**src/rtl/hlsm_result_fifo.sv**
```systemverilog
// Result FIFO behind the scheduled HLSM: captures {j,l} on each Done rising edge and
// presents entries to the consumer over valid/ready, counting results lost when full.
module hlsm_result_fifo #(
  parameter int unsigned WIDTH  = 16,
  parameter int unsigned DEPTH  = 4,
  parameter int unsigned DROP_W = 8
) (
  input  logic                     Clk,
  input  logic                     Rst,
  input  logic                     Done,
  input  logic [WIDTH-1:0]         j,
  input  logic [WIDTH-1:0]         l,
  output logic                     OutValid,
  input  logic                     OutReady,
  output logic [WIDTH-1:0]         OutJ,
  output logic [WIDTH-1:0]         OutL,
  output logic [$clog2(DEPTH):0]   Count,
  output logic                     Overflow,
  output logic [DROP_W-1:0]        DropCnt,
  input  logic                     ClrOvf
);

  localparam int unsigned AW = $clog2(DEPTH);
  localparam logic [AW:0] FullCnt = (AW+1)'(DEPTH);

  logic [WIDTH-1:0]  r_mem_j [DEPTH];
  logic [WIDTH-1:0]  r_mem_l [DEPTH];
  logic [AW-1:0]     r_wptr;
  logic [AW-1:0]     r_rptr;
  logic [AW:0]       r_count;
  logic              r_done_q;
  logic              r_ovf;
  logic [DROP_W-1:0] r_drop;
  logic [WIDTH-1:0]  r_out_j;
  logic [WIDTH-1:0]  r_out_l;

  logic              w_push_req;
  logic              w_pop;
  logic              w_full;
  logic              w_accept;
  logic              w_drop;
  logic [AW-1:0]     w_rptr_d;
  logic [AW-1:0]     w_wptr_d;
  logic [AW:0]       w_count_d;

  always_comb begin
    w_push_req = Done & ~r_done_q;
    w_pop      = (r_count != '0) & OutReady;
    w_full     = (r_count == FullCnt);
    // A full FIFO still accepts a push when the head leaves in the same cycle.
    w_accept   = w_push_req & (~w_full | w_pop);
    w_drop     = w_push_req & w_full & ~w_pop;
    w_rptr_d   = w_pop ? r_rptr + AW'(1) : r_rptr;
    w_wptr_d   = w_accept ? r_wptr + AW'(1) : r_wptr;
    w_count_d  = r_count;
    if (w_accept && !w_pop) begin
      w_count_d = r_count + (AW+1)'(1);
    end else if (w_pop && !w_accept) begin
      w_count_d = r_count - (AW+1)'(1);
    end
  end

  always_ff @(posedge Clk) begin
    if (w_accept) begin
      r_mem_j[r_wptr] <= j;
      r_mem_l[r_wptr] <= l;
    end
  end

  always_ff @(posedge Clk or negedge Rst) begin
    if (!Rst) begin
      r_wptr   <= '0;
      r_rptr   <= '0;
      r_count  <= '0;
      r_done_q <= 1'b1;
      r_ovf    <= 1'b0;
      r_drop   <= '0;
      r_out_j  <= '0;
      r_out_l  <= '0;
    end else begin
      r_wptr   <= w_wptr_d;
      r_rptr   <= w_rptr_d;
      r_count  <= w_count_d;
      r_done_q <= Done;
      if (w_drop) begin
        r_ovf  <= 1'b1;
        r_drop <= ClrOvf ? DROP_W'(1) : ((&r_drop) ? r_drop : r_drop + DROP_W'(1));
      end else if (ClrOvf) begin
        r_ovf  <= 1'b0;
        r_drop <= '0;
      end
      // Head register loads the next head; a write landing on it this cycle is forwarded.
      if (w_count_d != '0) begin
        if (w_accept && (r_wptr == w_rptr_d)) begin
          r_out_j <= j;
          r_out_l <= l;
        end else begin
          r_out_j <= r_mem_j[w_rptr_d];
          r_out_l <= r_mem_l[w_rptr_d];
        end
      end
    end
  end

  assign OutValid = (r_count != '0);
  assign OutJ     = r_out_j;
  assign OutL     = r_out_l;
  assign Count    = r_count;
  assign Overflow = r_ovf;
  assign DropCnt  = r_drop;

endmodule

```
**config.mk**
```make
export PLATFORM = sky130hd
export DESIGN_NAME = hlsm_result_fifo
export DESIGN_NICKNAME = d
export VERILOG_FILES = /design/src/rtl/hlsm_result_fifo.sv
export SDC_FILE = /design/constraint.sdc
export NUM_CORES = 1
export LEC_CHECK = 0
export ABC_AREA = 1
export CAP_MARGIN = 20
export CORE_AREA = 2 2 133 135
export CTS_CLUSTER_SIZE = 16
export DETAILED_ROUTE_END_ITERATION = 8
export DIE_AREA = 0 0 135 137
export PLACE_DENSITY_LB_ADDON = 0.08
export SYNTH_ARGS = -nofsm -noshare
export SYNTH_HDL_FRONTEND = slang
export SYNTH_SLANG_ARGS = --single-unit
```
**constraint.sdc**
```tcl
create_clock -name Clk -period 4.5 [get_ports Clk]
set_input_delay 0.45 -clock Clk [delete_from_list [all_inputs] [get_ports Clk]]
set_output_delay 0.45 -clock Clk [all_outputs]
set_load 0.02 [all_outputs]
```
==> metrics.md <==
| Metric | Value |
|---|---|
| Synth Cell Area | `0.00844 mm²` |
| First-pass GRT wire length | `31.3 mm` |
| Final Setup Violations | `0` |
| CP dominant cell by count | `nand2_4` |
| Drt wl/cell | `16.0 µm` |
| Max cap viols | `0` |
| Final Hold Fails | `0` |
| Status | `finished clean` |
| Hold buffer count at cts | `0` |
| Req. time, crit path | `4.81 ns` |
| Layout net count | `1014` |
| Port buffer count | `81` |
| Skew-Pair Late Insertion Delay | `0.42 ns` |
| Critical Path Fanout Max | `36` |
| H-tree level count | `4` |
| Worst R2R Start | `Count[0]` |
| DR iter-0 viols | `443` |
| Crit end category | `flop` |
| Critical Path AT | `3.26 ns` |
| Combinational share of power | `44.9%` |
| Residual DRC | `0` |
| YS warnings | `0` |
| Global-route usage over all layers | `22.2%` |
| Max frequency | `339 MHz` |
| Netlist cell types | `31` |
| Grt ovf | `0` |
| Crit start category | `flop` |
| Critical path type | `reg2reg` |
| CP cell instances | `inv_1, ha_1, nand3_2, nand2_4, inv_4, nand2_4, nand3_2, nand2_4, nor2_8, nand2_4, nand2_1, nand2_1` |
| Post-Route WL | `19.3 mm` |
| Worst r2r dst | `OutL[8]` |
| Power Internal | `0.00396 W` |
| Switching Power | `0.00284 W` |
| Crit-path max cell delay | `0.45 ns` |
| Clk sinks | `177` |
| Non-filler cells, final | `1207` |
| Slew headroom | `41.2%` |
| I/O pin cnt | `82` |
| Fin util | `58.5%` |
| CTS tree | `done` |
| Leak Pwr | `4.60 nW` |
| Design Area, Final | `0.00998 mm²` |
| Largest net degree at the start of global routing | `66` |
| Post-Syn Area per Cell | `9.37 µm²` |
| Via Count | `6146` |
| FF-to-FF path depth | `12` |
| Die Area | `0.0185 mm²` |
| Core Region | `0.0171 mm²` |
| Setup Buffers After CTS | `0` |
| Net Sw Frac | `41.8%` |
| Root Driver | `clkbuf_16` |
| Pwr per Cell Area | `681 mW/mm²` |
| Chip Width | `135 µm` |
| Fin Setup TNS | `0 ns` |
| Slew Limit Fails | `0` |
| Inst Count DP | `1175` |
| Synth area leaders | `edfxtp_1 46%, dfrtp_1 14%, nand2_1 11%, nand3_1 10%, inv_1 6.9%` |
| Hold Crit Class | `in2async` |
| Cell taking the most area after synthesis | `edfxtp_1` |
| Share of cells above drive strength 1 | `8.15%` |
| Placement Cell Area | `0.00938 mm²` |
| Initial antenna violation count | `0` |
| Clock Tree Buf Depth | `2` |
| Sequential area share after synthesis | `60.1%` |
| Row count | `48` |
| Tmin final | `2.95 ns` |
| RSZ-0062 raised after global routing | `no` |
| Slew of the pin with the lowest slew margin | `0.881 ns` |
| GPL Wtd Cong | `0.795` |
| CP max stage cell | `nor2_8` |
| Yosys reg bits | `177` |
| Post-synthesis cell count | `901` |
| Gates resized, CTS repair | `0` |
| ANT cells | `0` |
| Reg power frac | `33.3%` |
| Die extent in y | `137 µm` |
| Clock share of power | `21.8%` |
| Via/cell ratio | `5.09` |
| Period utilisation layout | `65.5%` |
| Vias in the first global route | `5868` |
| Dpl hpwl | `11.4 mm` |
| Flop-to-flop setup slack | `1.55 ns` |
| Peak supply drop | `0.339 mV` |
| Synthesized Nets | `946` |
| Synth top area share | `45.5%` |
| TritonRoute pass-1 iters | `5` |
| Area Growth Syn to Fin | `18.2%` |
| Initial Util | `49.5%` |
| Worst Clk Skew | `0.00820 ns` |
| Clock transition at path regs | `0.07 ns` |
| Post-DRT Antenna Nets | `0` |
| Cts bufs inserted | `17` |
logic make-up (layout without fill, tap and decap cells):
logic type / count (synthesis) / after routing / share of synthesized area [%]
DFF: 177 / 177 / 60.1
adders and majority gates: 8 / 8 / 1.19
buffers and inverters: 208 / 289 / 10.7
and+or+nand+nor: 489 / 489 / 26.7
AOI/OAI and AO/OA: 17 / 17 / 1.23
xor gates and xnor gates: 2 / 2 / 0.208
through the flow:
step                      worst slack [ns]  hold slack (ns)  power, W
after global placement                1.27            0.488   0.00532
after global routing                  1.30            0.192   0.00727
after floorplan                       1.67            0.154   0.00445
after CTS                             1.52            0.166   0.00684
after detailed placement              1.26            0.495   0.00536
final                                 1.55            0.140   0.00680
power groups by stage:
stage                     logic [W]  registers, W  clock network [W]
after CTS                   0.00308       0.00227            0.00150
after global routing        0.00342       0.00229            0.00157
after floorplan             0.00201       0.00244                  0
after detailed placement    0.00306       0.00230                  0
final                       0.00305       0.00226            0.00148
after global placement      0.00302       0.00230                  0
synthesized netlist by cell type (all sizes together):
cell type	instances
a31oi	1
nand3	171
xor2	2
buf	35
nand4	33
dfrtp	48
nor2	13
nor3b	1
or2	1
a21oi	5
ha	8
edfxtp	128
dfstp	1
clkbuf	13
o211ai	1
inv	160
o21ai	10
nand2	269
nor3	1
worst max-delay path by stage:
stage             start       endpoint  slack (ns)  cells past startpoint
3_3_place_gp   OutReady       OutJ[13]        1.27                     12
6_report       Count[0]        OutL[8]        1.55                     12
4_1_cts        Count[0]       OutJ[11]        1.52                     14
5_1_grt        Count[0]       OutJ[12]        1.30                     14
2_1_floorplan  Count[0]  r_mem_j[0][0]        1.67                      5
3_5_place_dp   OutReady       OutL[10]        1.26                     12
cell usage in the layout (no fill, tap or decap), drive strengths merged, types with 2 or more instances in the layout:
master and count:
nand2 269, nand3 171, inv 162, edfxtp 128, clkdlybuf4s50 80, dfrtp 48
nand4 33, clkbuf 22, buf 17, nor2 13, o21ai 10, ha 8
a21oi 5, clkinv 4, clkinvlp 3, xor2 2
critical path: cells and delay by family (launching register included):
| kind | cells | cell delay, ns |
|---|---|---|
| simple gates | 9 | 1.66 |
| buf+inv | 2 | 0.48 |
| flops | 1 | 0.41 |
| fa+ha+maj | 1 | 0.26 |
state kept, by name, indices dropped and copies added, names as in the netlist, 2 cells and up:
register,count
r_rptr,2
r_mem_j,64
DropCnt,8
OutJ,16
r_wptr,2
r_mem_l,64
Count,3
OutL,16
per-layer routing:
| layer | global-route usage, % | part of all wire [%] | routed length [µm] | up-vias |
|---|---|---|---|---|
| met2 | 36.5 | 49 | 9370 | 161 |
| met4 | 7.93 | 1.6 | 316 | 0 |
| li1 | - | - | - | 3049 |
| met3 | 3.70 | 4.2 | 804 | 25 |
| met5 | 0 | 0 | 0 | - |
| met1 | 30.1 | 46 | 8800 | 2911 |
area by class of cell:
class                           count  area (µm²)
Inverter                          160         603
Sequential cell                   177        5070
Tap cell                          225         282
Clock inverter                     10        97.6
Clock buffer                       22         505
Fill cell                        1485        7070
Multi-Input combinational cell    516        2480
Timing Repair Buffer               97         938
Note: power is estimated with default switching activity, not from simulation.
